--- src/rtl/wrp_shff_tok_ctrl_pkg.sv ---
// Shared constants and helpers for the shuffle-buffer token controller.
package wrp_shff_tok_ctrl_pkg;

  localparam int unsigned DefNch      = 2;
  localparam int unsigned DefBufBlks  = 1024;
  localparam int unsigned DefRGrp     = 32;
  localparam int unsigned DefAfThr    = 16;
  localparam int unsigned DefLastBlks = 32;
  localparam int unsigned DefRdPerWr  = 32;

  // Ceiling log2; clog2(0) = clog2(1) = 0.
  function automatic int unsigned clog2(input int unsigned v);
    int unsigned r;
    r = 0;
    for (int i = 0; i < 32; i++) begin
      if ((64'd1 << i) < 64'(v)) r = i + 1;
    end
    return r;
  endfunction

  function automatic int unsigned max1(input int unsigned v);
    return (v == 0) ? 1 : v;
  endfunction

endpackage

--- src/rtl/wrp_shff_tok_chan.sv ---
// One buffer channel: write/read block counters, write and read token pools, flags and
// sticky error bits.
module wrp_shff_tok_chan
  import wrp_shff_tok_ctrl_pkg::*;
#(
  parameter int unsigned BUF_BLKS  = DefBufBlks,
  parameter int unsigned R_GRP     = DefRGrp,
  parameter int unsigned AF_THR    = DefAfThr,
  parameter int unsigned LAST_BLKS = DefLastBlks,
  parameter int unsigned RD_PER_WR = DefRdPerWr,
  parameter int unsigned TOK_W     = clog2(BUF_BLKS) + 1
) (
  input  logic             clk,
  input  logic             rst_n,
  input  logic             flush,
  input  logic             wdone,
  input  logic             rdone,
  input  logic             err_clr,
  output logic             af,
  output logic             empty,
  output logic             err_ovf,
  output logic             err_udf,
  output logic [TOK_W-1:0] w_tok
);

  localparam int unsigned WcntW = max1(clog2(BUF_BLKS));
  localparam int unsigned RcntW = max1(clog2(R_GRP));
  localparam int unsigned RtokW = max1(clog2(LAST_BLKS * RD_PER_WR + 1));

  localparam logic [WcntW-1:0] WcntMax    = WcntW'(BUF_BLKS - 1);
  localparam logic [RcntW-1:0] RcntMax    = RcntW'(R_GRP - 1);
  localparam logic [WcntW-1:0] TrailStart = WcntW'(BUF_BLKS - LAST_BLKS);
  localparam logic [TOK_W:0]   WFull      = (TOK_W + 1)'(BUF_BLKS);
  localparam logic [TOK_W:0]   RGrpCredit = (TOK_W + 1)'(R_GRP);
  localparam logic [TOK_W-1:0] AfThr      = TOK_W'(AF_THR);
  localparam logic [RtokW:0]   RdCredit   = (RtokW + 1)'(RD_PER_WR);

  logic [WcntW-1:0] wcnt_q, wcnt_d;
  logic [RcntW-1:0] rcnt_q, rcnt_d;
  logic [TOK_W-1:0] wtok_q, wtok_d;
  logic [RtokW-1:0] rtok_q, rtok_d;
  logic             af_q, af_d;
  logic             empty_q, empty_d;
  logic             ovf_q, ovf_d;
  logic             udf_q, udf_d;

  logic             rgrp;
  logic             trail;
  logic             ovf_set;
  logic             udf_set;
  logic [TOK_W:0]   wsum;
  logic [RtokW:0]   rsum;

  assign rgrp  = rdone && (rcnt_q == RcntMax);
  assign trail = (LAST_BLKS != 0) && wdone && (wcnt_q >= TrailStart);

  // One extra bit so credit returns above BUF_BLKS are visible before saturation.
  assign wsum = {1'b0, wtok_q} + (rgrp ? RGrpCredit : '0) - (TOK_W + 1)'(wdone);
  assign rsum = {1'b0, rtok_q} + (trail ? RdCredit : '0) - (RtokW + 1)'(rdone);

  always_comb begin
    wcnt_d  = wcnt_q;
    rcnt_d  = rcnt_q;
    wtok_d  = wsum[TOK_W-1:0];
    rtok_d  = rsum[RtokW-1:0];
    af_d    = (wtok_q < AfThr);
    empty_d = (rtok_q == '0);
    ovf_set = 1'b0;
    udf_set = 1'b0;

    if (wdone) wcnt_d = (wcnt_q == WcntMax) ? '0 : wcnt_q + 1'b1;
    if (rdone) rcnt_d = (rcnt_q == RcntMax) ? '0 : rcnt_q + 1'b1;

    if (wdone && (wtok_q == '0) && !rgrp) begin
      wtok_d  = '0;
      ovf_set = 1'b1;
    end else if (wsum > WFull) begin
      wtok_d  = WFull[TOK_W-1:0];
      ovf_set = 1'b1;
    end

    if (rdone && (rtok_q == '0) && !trail) begin
      rtok_d  = '0;
      udf_set = 1'b1;
    end else if (rsum[RtokW]) begin
      rtok_d = '1;
    end

    if (flush) begin
      wcnt_d  = '0;
      rcnt_d  = '0;
      wtok_d  = WFull[TOK_W-1:0];
      rtok_d  = '0;
      af_d    = 1'b0;
      empty_d = 1'b1;
      ovf_set = 1'b0;
      udf_set = 1'b0;
    end

    ovf_d = err_clr ? 1'b0 : (ovf_q | ovf_set);
    udf_d = err_clr ? 1'b0 : (udf_q | udf_set);
  end

  always_ff @(posedge clk or negedge rst_n) begin
    if (!rst_n) begin
      wcnt_q  <= '0;
      rcnt_q  <= '0;
      wtok_q  <= WFull[TOK_W-1:0];
      rtok_q  <= '0;
      af_q    <= 1'b0;
      empty_q <= 1'b1;
      ovf_q   <= 1'b0;
      udf_q   <= 1'b0;
    end else begin
      wcnt_q  <= wcnt_d;
      rcnt_q  <= rcnt_d;
      wtok_q  <= wtok_d;
      rtok_q  <= rtok_d;
      af_q    <= af_d;
      empty_q <= empty_d;
      ovf_q   <= ovf_d;
      udf_q   <= udf_d;
    end
  end

  assign af      = af_q;
  assign empty   = empty_q;
  assign err_ovf = ovf_q;
  assign err_udf = udf_q;
  assign w_tok   = wtok_q;

endmodule

--- src/rtl/wrp_shff_tok_ctrl.sv ---
// Token controller for NCH independent shuffle buffers; packs per-channel status outputs.
module wrp_shff_tok_ctrl
  import wrp_shff_tok_ctrl_pkg::*;
#(
  parameter int unsigned NCH       = DefNch,
  parameter int unsigned BUF_BLKS  = DefBufBlks,
  parameter int unsigned R_GRP     = DefRGrp,
  parameter int unsigned AF_THR    = DefAfThr,
  parameter int unsigned LAST_BLKS = DefLastBlks,
  parameter int unsigned RD_PER_WR = DefRdPerWr,
  localparam int unsigned TOK_W    = clog2(BUF_BLKS) + 1
) (
  input  logic                 clk,
  input  logic                 rst_n,
  input  logic [NCH-1:0]       flush,
  input  logic [NCH-1:0]       buf_wdone,
  input  logic [NCH-1:0]       buf_rdone,
  input  logic                 err_clr,
  output logic [NCH-1:0]       buf_af,
  output logic [NCH-1:0]       buf_empty,
  output logic [NCH-1:0]       err_ovf,
  output logic [NCH-1:0]       err_udf,
  output logic [NCH*TOK_W-1:0] w_lvl
);

  for (genvar c = 0; c < NCH; c++) begin : g_chan
    wrp_shff_tok_chan #(
      .BUF_BLKS  (BUF_BLKS),
      .R_GRP     (R_GRP),
      .AF_THR    (AF_THR),
      .LAST_BLKS (LAST_BLKS),
      .RD_PER_WR (RD_PER_WR),
      .TOK_W     (TOK_W)
    ) u_chan (
      .clk     (clk),
      .rst_n   (rst_n),
      .flush   (flush[c]),
      .wdone   (buf_wdone[c]),
      .rdone   (buf_rdone[c]),
      .err_clr (err_clr),
      .af      (buf_af[c]),
      .empty   (buf_empty[c]),
      .err_ovf (err_ovf[c]),
      .err_udf (err_udf[c]),
      .w_tok   (w_lvl[c*TOK_W +: TOK_W])
    );
  end

endmodule

--- config.mk ---
export PLATFORM = sky130hd
export DESIGN_NAME = wrp_shff_tok_ctrl
export DESIGN_NICKNAME = d
export VERILOG_FILES = /design/src/rtl/wrp_shff_tok_ctrl_pkg.sv /design/src/rtl/wrp_shff_tok_chan.sv /design/src/rtl/wrp_shff_tok_ctrl.sv
export SDC_FILE = /design/constraint.sdc
export NUM_CORES = 1
export LEC_CHECK = 0
export ABC_AREA = 1
export CORE_MARGIN = 2
export CORE_UTILIZATION = 55
export CTS_BUF_LIST = sky130_fd_sc_hd__clkbuf_4 sky130_fd_sc_hd__clkbuf_8
export CTS_CLUSTER_SIZE = 8
export DETAILED_ROUTE_END_ITERATION = 6
export MAX_ROUTING_LAYER = met4
export PLACE_DENSITY = 0.75
export SLEW_MARGIN = 20
export SYNTH_ARGS = -nofsm -noshare
export SYNTH_HDL_FRONTEND = slang
export SYNTH_HIERARCHICAL = 1
export SYNTH_SLANG_ARGS = --single-unit
--- constraint.sdc ---
create_clock -name clk -period 3.3 [get_ports clk]
set_clock_uncertainty 0.15 [all_clocks]
set_input_delay 0.33 -clock clk [delete_from_list [all_inputs] [get_ports clk]]
set_output_delay 0.33 -clock clk [all_outputs]
set_load 0.05 [all_outputs]
==> results.yml <==
run_status:
  status: "finished clean"
power:
  pwr-share-comb_pct: 68.7
  internal-power_w: 0.00358
  peakVddDrop_mv: 0.543
  switching_share_pct: 51.6
  seqPwrFrac_pct: 20.2
  power.switching_w: 0.00382
  power.density_nw_per_um2: 1040
  power_frac_clock_pct: 11.1
  p_leak_nw: 3.65
floorplanning:
  die_h_um: 110
  rows: 38
  dieArea_sq_um: 12200
  io_pins: 39
  design.core.area_sq_um: 10900
  die_w_um: 110
  start_util_pct: 56.8
clock_network:
  tritoncts: "yes"
  cts_buffer_depth: 2
  cts.sinks: 82
  clockRootBuffer: "clkbuf_8"
  numCtsBuffers: 9
  clock_latency_ps: 370
  cts_htree_levels: 3
  path_clk_slew_ps: 80
finish:
  nNetsFinal: 962
  seqCellArea_sq_um: 2060
  post-route-cell-area_sq_um: 7120
  num_antenna_cells: 0
  multi_input_area_sq_um: 3550
  fillCellCount: 979
  area_delta_synth_final_pct: 14.5
  final_cell_count_no_fill: 1018
  layout-drive-gt1-share_pct: 10.8
routing:
  wl_per_cell_um: 13.3
  route.detailed.drc: 0
  vias: 5359
  routed_wl_mm: 13.5
  drt_first_pass_iters: 5
  ant_nets: 0
  vias_per_cell: 5.26
  drt_iter0_markers: 288
global_route:
  top_usage_layer: "met2"
  use_met1_pct: 30.4
  use_met3_pct: 3.70
  grt_pass1_wl_mm: 23.1
  grtUsageTotal_pct: 24.6
  antenna_found_initial: 0
  grt_max_degree: 83
  grt_remaining_overflow: 0
  use_met2_pct: 41.8
  first_global_vias: 5289
sta:
  fin_crit_sh_pct: 93.5
  setup_viol: 0
  worstMarginPinSlew_ps: 737
  slew-limit-headroom_pct: 50.9
  maxSlewViolCount: 0
  min_period_ps: 3090
  fmax_mhz: 324
  hold_viol_final: 0
  setup_slack_ps: 215
setup_path:
  critPathTopFamily: "simple AND/OR/NAND/NOR gates"
  critPathLaunchType: "register"
  endpoint_kind: "register"
  cp_max_fo: 5
  crit_chain: "ha_4 > nand2_1 > nor2_1 > ha_2 > nand2_1 > ha_1 > inv_1 > ha_1 > nand2_1 > nand2_1 > a21oi_1 > nand2_2 > nand3_2 > nand2_2 > nand2_2 > nand2_2 > nor2_4 > nand2_1 > nand2_1 > a21oi_1"
  cpMostUsedCell: "nand2_1"
  worstPathArrival_ps: 3170
  crit_buf_inv: 1
  cp_slowest_cell: "dfrtp_1"
  required_ps: 3390
  path_class: "reg -> reg"
  cpPeakStageDelay_ps: 420
logic_synthesis:
  synth_cells: 818
  syn_nets: 907
  yosys_warnings: 6
  yosysMostFrequentCell: "inv_1"
  avgSynthCellArea_sq_um: 7.60
  ys_top_cells_by_area: "dfrtp_1 31%, ha_1 15%, inv_1 10%"
  ys_top_cells_by_count: "173 x inv_1, 167 x nand2_1, 78 x dfrtp_1"
  yosysSeqAreaShare_pct: 33.1
  synth_largest_area_cell: "dfrtp_1"
  ys_ff_latch: 82
  yosysTopAreaCellShare_pct: 31.4
  ys_types: 37
  synthesis.area_sq_um: 6210
  yosys_most_used_dff: "dfrtp_1"
  synth_edf_count: 0
  async_flop_share_pct: 100
run:
  cap_violations: 0
hold_path:
  hold_class: "reg -> reg"
place:
  place_ws_ps: 83.7
  gp_congestion: 0.981
  post-place-cells: 999
  dp_hpwl_mm: 10.1
  portBuffers: 38
  dpl-instance-area_sq_um: 6780
[per-stage QoR]
stage / hold slack, ps / util (%) / TNS [ps] / total power, W
after floorplan: -116 / - / 0 / 0.00531
after global placement: 315 / 62.0 / 0 / 0.00622
after detailed placement: 321 / 62.0 / 0 / 0.00639
after CTS: 30.9 / 64.1 / 0 / 0.00726
after global routing: 378 / 65.1 / -20.1 / 0.00818
final: 340 / 65.1 / 0 / 0.00739
[cell families (layout without fill, tap and decap cells)]
kind of cell / count (synthesis) / after routing / share of synthesized area, %
xor gates and xnor gates: 23 / 23 / 3.24
adders and majority gates: 80 / 80 / 16.6
and+or+nand+nor: 357 / 359 / 26.8
DFF: 82 / 82 / 33.1
AOI/OAI and AO/OA: 95 / 95 / 8.94
buffers and inverters: 181 / 239 / 11.3
[placed cells by master, fill, tap and decap left out, types with 15 or more instances in the layout]
| cell type | count |
|---|---|
| a21oi_1 | 47 |
| clkdlybuf4s50_1 | 37 |
| dfrtp_1 | 77 |
| ha_1 | 70 |
| inv_1 | 173 |
| nand2_1 | 165 |
| nand2_2 | 16 |
| nand3_1 | 53 |
| nor2_1 | 55 |
| nor2_2 | 15 |
| nor3_1 | 20 |
| o21ai_0 | 19 |
| xor2_1 | 19 |
[path summary, 6_finish.rpt]
| path | from | end | slack, ps | cells after the start |
|---|---|---|---|---|
| max | g_chan[0].u_chan/rcnt_q[1] | g_chan[0].u_chan/err_ovf | 210 | 20 |
| min | g_chan[1].u_chan/rcnt_q[4] | g_chan[1].u_chan/rcnt_q[4] | 340 | 2 |
| min reg2reg | g_chan[1].u_chan/rcnt_q[4] | g_chan[1].u_chan/rcnt_q[4] | 340 | 2 |
| max reg2reg | g_chan[0].u_chan/rcnt_q[1] | g_chan[0].u_chan/err_ovf | 210 | 20 |
| max in group asynchronous | rst_n | g_chan[0].u_chan/rcnt_q[0] | 2060 | 2 |
| min in group asynchronous | rst_n | g_chan[0].u_chan/w_tok[6] | 420 | 2 |
[worst reg2reg max path: stages (launching register included)]
cell     delay (ps)
dfrtp_1         420
ha_4            170
nand2_1          50
nor2_1          130
ha_2            220
nand2_1         100
ha_1            200
inv_1            50
ha_1            270
nand2_1         100
nand2_1          70
a21oi_1         240
nand2_2         100
nand3_2          80
nand2_2          50
nand2_2          60
nand2_2          70
nor2_4          200
nand2_1          90
nand2_1          70
a21oi_1          90
[flip-flops by register name, indices dropped and copies added (netlist names)]
signal                 count
g_chan.u_chan/empty        2
g_chan.u_chan/rcnt_q      10
g_chan.u_chan/af           2
g_chan.u_chan/rtok_q      22
g_chan.u_chan/err_ovf      2
g_chan.u_chan/w_tok       22
g_chan.u_chan/err_udf      2
g_chan.u_chan/wcnt_q      20
[timing repair]
item,in CTS,in global routing
resized for setup,0,17
hold buffers,0,1
setup endpoints to repair,0,25
setup buffers,0,0
hold endpoints to repair,0,78
[cell type report]
| class | count | area share (%) |
|---|---|---|
| well taps | 140 | 2.46 |
| multi-input cells | 557 | 49.9 |
| clock inverters | 5 | 1.09 |
| inverters | 177 | 9.33 |
| repair buffers | 46 | 6.24 |
| clock buffers | 11 | 2.04 |
| flip-flops and latches | 82 | 28.9 |
[routing by layer]
layer / wire, um / part of all wire [%]
met1: 6100 / 45
met2: 6820 / 50
met3: 274 / 2.0
met4: 320 / 2.4
met5: 0 / 0
[power groups by stage]
stage          Clock, W  Sequential (W)  Combinational (W)
4_1_cts        0.000842         0.00149            0.00493
3_3_place_gp          0         0.00149            0.00473
6_report       0.000819         0.00149            0.00508
5_1_grt        0.000892         0.00153            0.00576
3_5_place_dp          0         0.00150            0.00488
2_1_floorplan         0         0.00178            0.00352
Power figures use the tool's default switching activity.
